### config.mk
export PLATFORM = sky130hd
export DESIGN_NAME = aes_dec_ctrl
export DESIGN_NICKNAME = d
export VERILOG_FILES = /design/src/rtl/aes_dec_ctrl.sv
export SDC_FILE = /design/constraint.sdc
export NUM_CORES = 1
export LEC_CHECK = 0
export ABC_CLOCK_PERIOD_IN_PS = 4720
export CORE_AREA = 2 2 212 214
export CTS_CLUSTER_SIZE = 25
export DETAILED_ROUTE_END_ITERATION = 7
export DIE_AREA = 0 0 214 216
export SLEW_MARGIN = 25
export SYNTH_ARGS = -nofsm -noshare
export SYNTH_HDL_FRONTEND = slang
export SYNTH_SLANG_ARGS = --single-unit
### constraint.sdc
create_clock -name clk -period 4.72 [get_ports clk]
set_input_delay 0.708 -clock clk [delete_from_list [all_inputs] [get_ports clk]]
set_output_delay 0.708 -clock clk [all_outputs]
set_load 0.005 [all_outputs]
### src/rtl/aes_dec_ctrl.sv
// Iterative AES-128 decryption sequencer: steps a 128-bit state register through
// NR+1 inverse-round operations on an external datapath, with valid/ready on both sides.
module aes_dec_ctrl #(
    parameter int unsigned NR    = 10,
    parameter int unsigned CNT_W = 16
) (
    input  logic             clk,
    input  logic             rst,
    input  logic             in_valid,
    output logic             in_ready,
    input  logic [127:0]     in_data,
    input  logic             key_valid,
    output logic [3:0]       key_idx,
    output logic [1:0]       rnd_mode,
    output logic [127:0]     rnd_in,
    input  logic [127:0]     rnd_out,
    output logic             out_valid,
    input  logic             out_ready,
    output logic [127:0]     out_data,
    output logic             busy,
    output logic             abort,
    output logic [CNT_W-1:0] blk_cnt
);

    typedef enum logic [1:0] {IDLE, RUN, DONE} state_t;
    typedef enum logic [1:0] {PRE = 2'd0, MID = 2'd1, LAST = 2'd2} mode_t;

    localparam logic [3:0] LAST_STEP = 4'(NR);

    state_t             state;
    state_t             state_nxt;
    logic [127:0]       st;
    logic [3:0]         step;
    logic [CNT_W-1:0]   cnt;
    logic               abort_q;

    always_ff @(posedge clk or posedge rst) begin
        if (rst) begin
            state <= IDLE;
        end else begin
            state <= state_nxt;
        end
    end

    always_comb begin
        state_nxt = state;
        case (state)
            IDLE: if (in_valid && key_valid) state_nxt = RUN;
            RUN: begin
                // Losing the keys mid-block drops the block rather than stalling
                if (!key_valid)              state_nxt = IDLE;
                else if (step == LAST_STEP)  state_nxt = DONE;
            end
            DONE: if (out_ready) state_nxt = IDLE;
            default: state_nxt = IDLE;
        endcase
    end

    always_ff @(posedge clk or posedge rst) begin
        if (rst) begin
            st      <= '0;
            step    <= '0;
            cnt     <= '0;
            abort_q <= 1'b0;
        end else begin
            abort_q <= (state == RUN) && !key_valid;
            case (state)
                IDLE: begin
                    if (in_valid && key_valid) begin
                        st   <= in_data;
                        step <= '0;
                    end
                end
                RUN: begin
                    if (key_valid) begin
                        st   <= rnd_out;
                        step <= step + 4'd1;
                    end
                end
                DONE: begin
                    if (out_ready) cnt <= cnt + CNT_W'(1);
                end
                default: ;
            endcase
        end
    end

    always_comb begin
        in_ready  = 1'b0;
        key_idx   = LAST_STEP;
        rnd_mode  = PRE;
        out_valid = 1'b0;
        busy      = 1'b0;
        case (state)
            IDLE: in_ready = key_valid;
            RUN: begin
                busy    = 1'b1;
                key_idx = LAST_STEP - step;
                if (step == '0)             rnd_mode = PRE;
                else if (step == LAST_STEP) rnd_mode = LAST;
                else                        rnd_mode = MID;
            end
            DONE: out_valid = 1'b1;
            default: ;
        endcase
    end

    assign rnd_in   = st;
    assign out_data = st;
    assign abort    = abort_q;
    assign blk_cnt  = cnt;

endmodule

==> impl_metrics.tcl <==
set metrics [dict create \
    run_status "complete, no violations" \
    hold_class "reg -> reg" \
    max-slew-margin-rel_pct 35.3 \
    first_pass_iters 4 \
    grt_pass1_wl_mm 44.2 \
    clockBufferDepth 2 \
    cts_root_buf "clkbuf_16" \
    globalplace.congestion 0.856 \
    die_y_um 216 \
    cp_slowest_stage_delay_ns 0.64 \
    core_um2 43800 \
    placedCellCount 1759 \
    htreeDepth 4 \
    critPathCaptureType "primary output" \
    netlist.area_leader.share_pct 47.5 \
    worst_slew_pin_slew_ns 0.970 \
    fp.dieW_um 214 \
    postCtsHoldBufs 0 \
    worstSetupPathType "reg -> out" \
    skew_ns 0.0147 \
    synth_ff_type "dfrtp_1" \
    detail_route.wl_per_cell_um 16.7 \
    final_common_cell "clkdlybuf4s50_1" \
    ys_seq_area_share_pct 47.5 \
    path_cells "nand2b_4 -> inv_2 -> nand2_1 -> clkdlybuf4s50_1" \
    leakage_uw 0.00594 \
    track_usage_pct 12.7 \
    synth_edf_count 0 \
    initial_core_util_pct 18.2 \
    syn_area_per_cell_um2 10.1 \
    grt-ovfl-total 0 \
    setup_violations 0 \
    post_cts_resized 0 \
    final_cell_mix "clkdlybuf4s50_1 (542), dfrtp_1 (151), nand2_1 (141)" \
    worst_ir_drop_vdd_uv 201 \
    crit_path_max_fanout 26 \
    post_cts_buffers 0 \
    synth-seq-cells 151 \
    clk_pin_slew_ns 0.07 \
    cellPowerDensity_nw_per_um2 315 \
    pin_count 543 \
    nNetsFinal 1451 \
    maxCapViolations 0 \
    vias 6946 \
    layout-drive-gt1-share_pct 3.92 \
    synth_cell_type_count 35 \
    grt_max_degree 135 \
    setup_tns_ns 0 \
    grt_setup_unrepaired "false" \
    grt_pass1_vias 7210 \
    clk_latency_ns 0.45 \
    cp.arrival_ns 2.35 \
    startpoint_type "register" \
    synthesis.instances 791 \
    areaGrowthSynthToFinish_pct 70.7 \
    cp_slowest_cell "clkdlybuf4s50_1" \
    dp_hpwl_mm 23.7 \
    grt_antenna_before_repair 2 \
    drt-total-wl_mm 29.9 \
    final_cells 1793 \
    numCtsBuffers 17 \
    clkSinkCount 151 \
    drt_iter0_drc 252 \
    synth_nets 1056 \
    worstPathRequired_ns 4.01 \
    synth_async_sr_flop_share_pct 100 \
    die_area_um2 46200 \
    drc_errors 0 \
    yosys_warnings 0 \
    yosysTopAreaCell "dfrtp_1" \
    drv_slew 0 \
    max_freq_ghz 0.327 \
    hold_viol_final 0 \
    detail-route-antenna-nets 0 \
    cts_tree "yes" \
    ys_top_cells_by_area "dfrtp_1 (47%), mux2i_1 (16%), buf_4 (13%), nand2_1 (6.6%), o21ai_1 (4.3%)" \
    syn_area_um2 7960 \
    fin_crit_ns 3.06 \
    portBuffers 542 \
    avgViaCountPerCell 3.87 \
    period_share_pct 64.8 \
    rows 77 \
]
-- synthesized netlist by cell type, types with 5 or more instances --
library cell,n
dfrtp_1,151
nand2_1,141
buf_4,140
mux2i_1,128
o21ai_1,68
o21ai_0,66
clkbuf_1,16
xnor2_1,12
buf_2,10
nor2_1,8
buf_6,6
nand3_1,6
xor2_1,5
-- state kept, by name (all words and copies together) (netlist names) --
| register | cells |
|---|---|
| out_data | 128 |
| step | 4 |
| state | 2 |
| abort | 1 |
| blk_cnt | 16 |
-- routing by layer --
| layer | track usage, % | vias to the layer above | routed length, um |
|---|---|---|---|
| li1 | - | 3330 | - |
| met1 | 13.8 | 3230 | 11700 |
| met2 | 22.7 | 359 | 15200 |
| met3 | 3.95 | 27 | 2230 |
| met4 | 5.27 | 0 | 729 |
| met5 | 0 | - | 0 |
-- stage by stage --
stage          util [%]  area (um^2)  hold WS (ns)  total power, uW  worst slack [ns]
2_1_floorplan         -         7970         0.468             2180              2.11
3_3_place_gp       29.7        13000         0.464             2970              1.77
3_5_place_dp       29.7        13000         0.466             2980              1.76
4_1_cts            31.0        13600         0.441             4380              1.54
5_1_grt            31.0        13600         0.478             4510              1.45
6_report           31.0        13600         0.469             4280              1.66
-- kinds of logic (layout without fill, tap and decap cells) --
group / after synthesis / count (layout) / share of synthesized area [%]
xor gates and xnor gates: 17 / 17 / 1.87
and+or+nand+nor: 173 / 173 / 9.24
buffers and inverters: 178 / 586 / 15.7
AOI/OAI and AO/OA: 139 / 139 / 8.86
adders and majority gates: 4 / 4 / 0.629
muxes: 129 / 129 / 16.2
DFF: 151 / 151 / 47.5
other: 0 / 2 / 0
-- critical path, delay by kind of cell (launching register included) --
family	cells	cell delay, ns
buf+inv	2	0.76
flops	1	0.53
simple gates	2	0.57
-- final timing paths --
check	slack, ns	to	cells past startpoint	startpoint
worst max-delay path	1.66	key_idx[1]	4	state[0]
worst min-delay path	0.47	blk_cnt[15]	1	blk_cnt[15]
worst max register to register	2.08	out_data[125]	5	state[0]
worst min register to register	0.47	blk_cnt[15]	1	blk_cnt[15]
max in group asynchronous	3.54	out_data[2]	3	rst
min in group asynchronous	0.50	out_data[125]	2	rst
-- power by group --
group	switching, uW	internal (uW)	total (uW)
clock network	604	741	1350
registers	174	1460	1640
logic	430	870	1300
total	1210	3070	4280
-- layout make-up --
| class | instances | area, um^2 |
|---|---|---|
| antenna | 2 | 5.00 |
| inverter | 5 | 22.5 |
| fill | 4550 | 30200 |
| multi-input combinational | 462 | 2950 |
| clock inverter | 14 | 125 |
| sequential | 151 | 3780 |
| timing repair buffer | 549 | 5530 |
| tap | 592 | 741 |
| clock buffer | 18 | 439 |
Power figures use the tool's default switching activity.
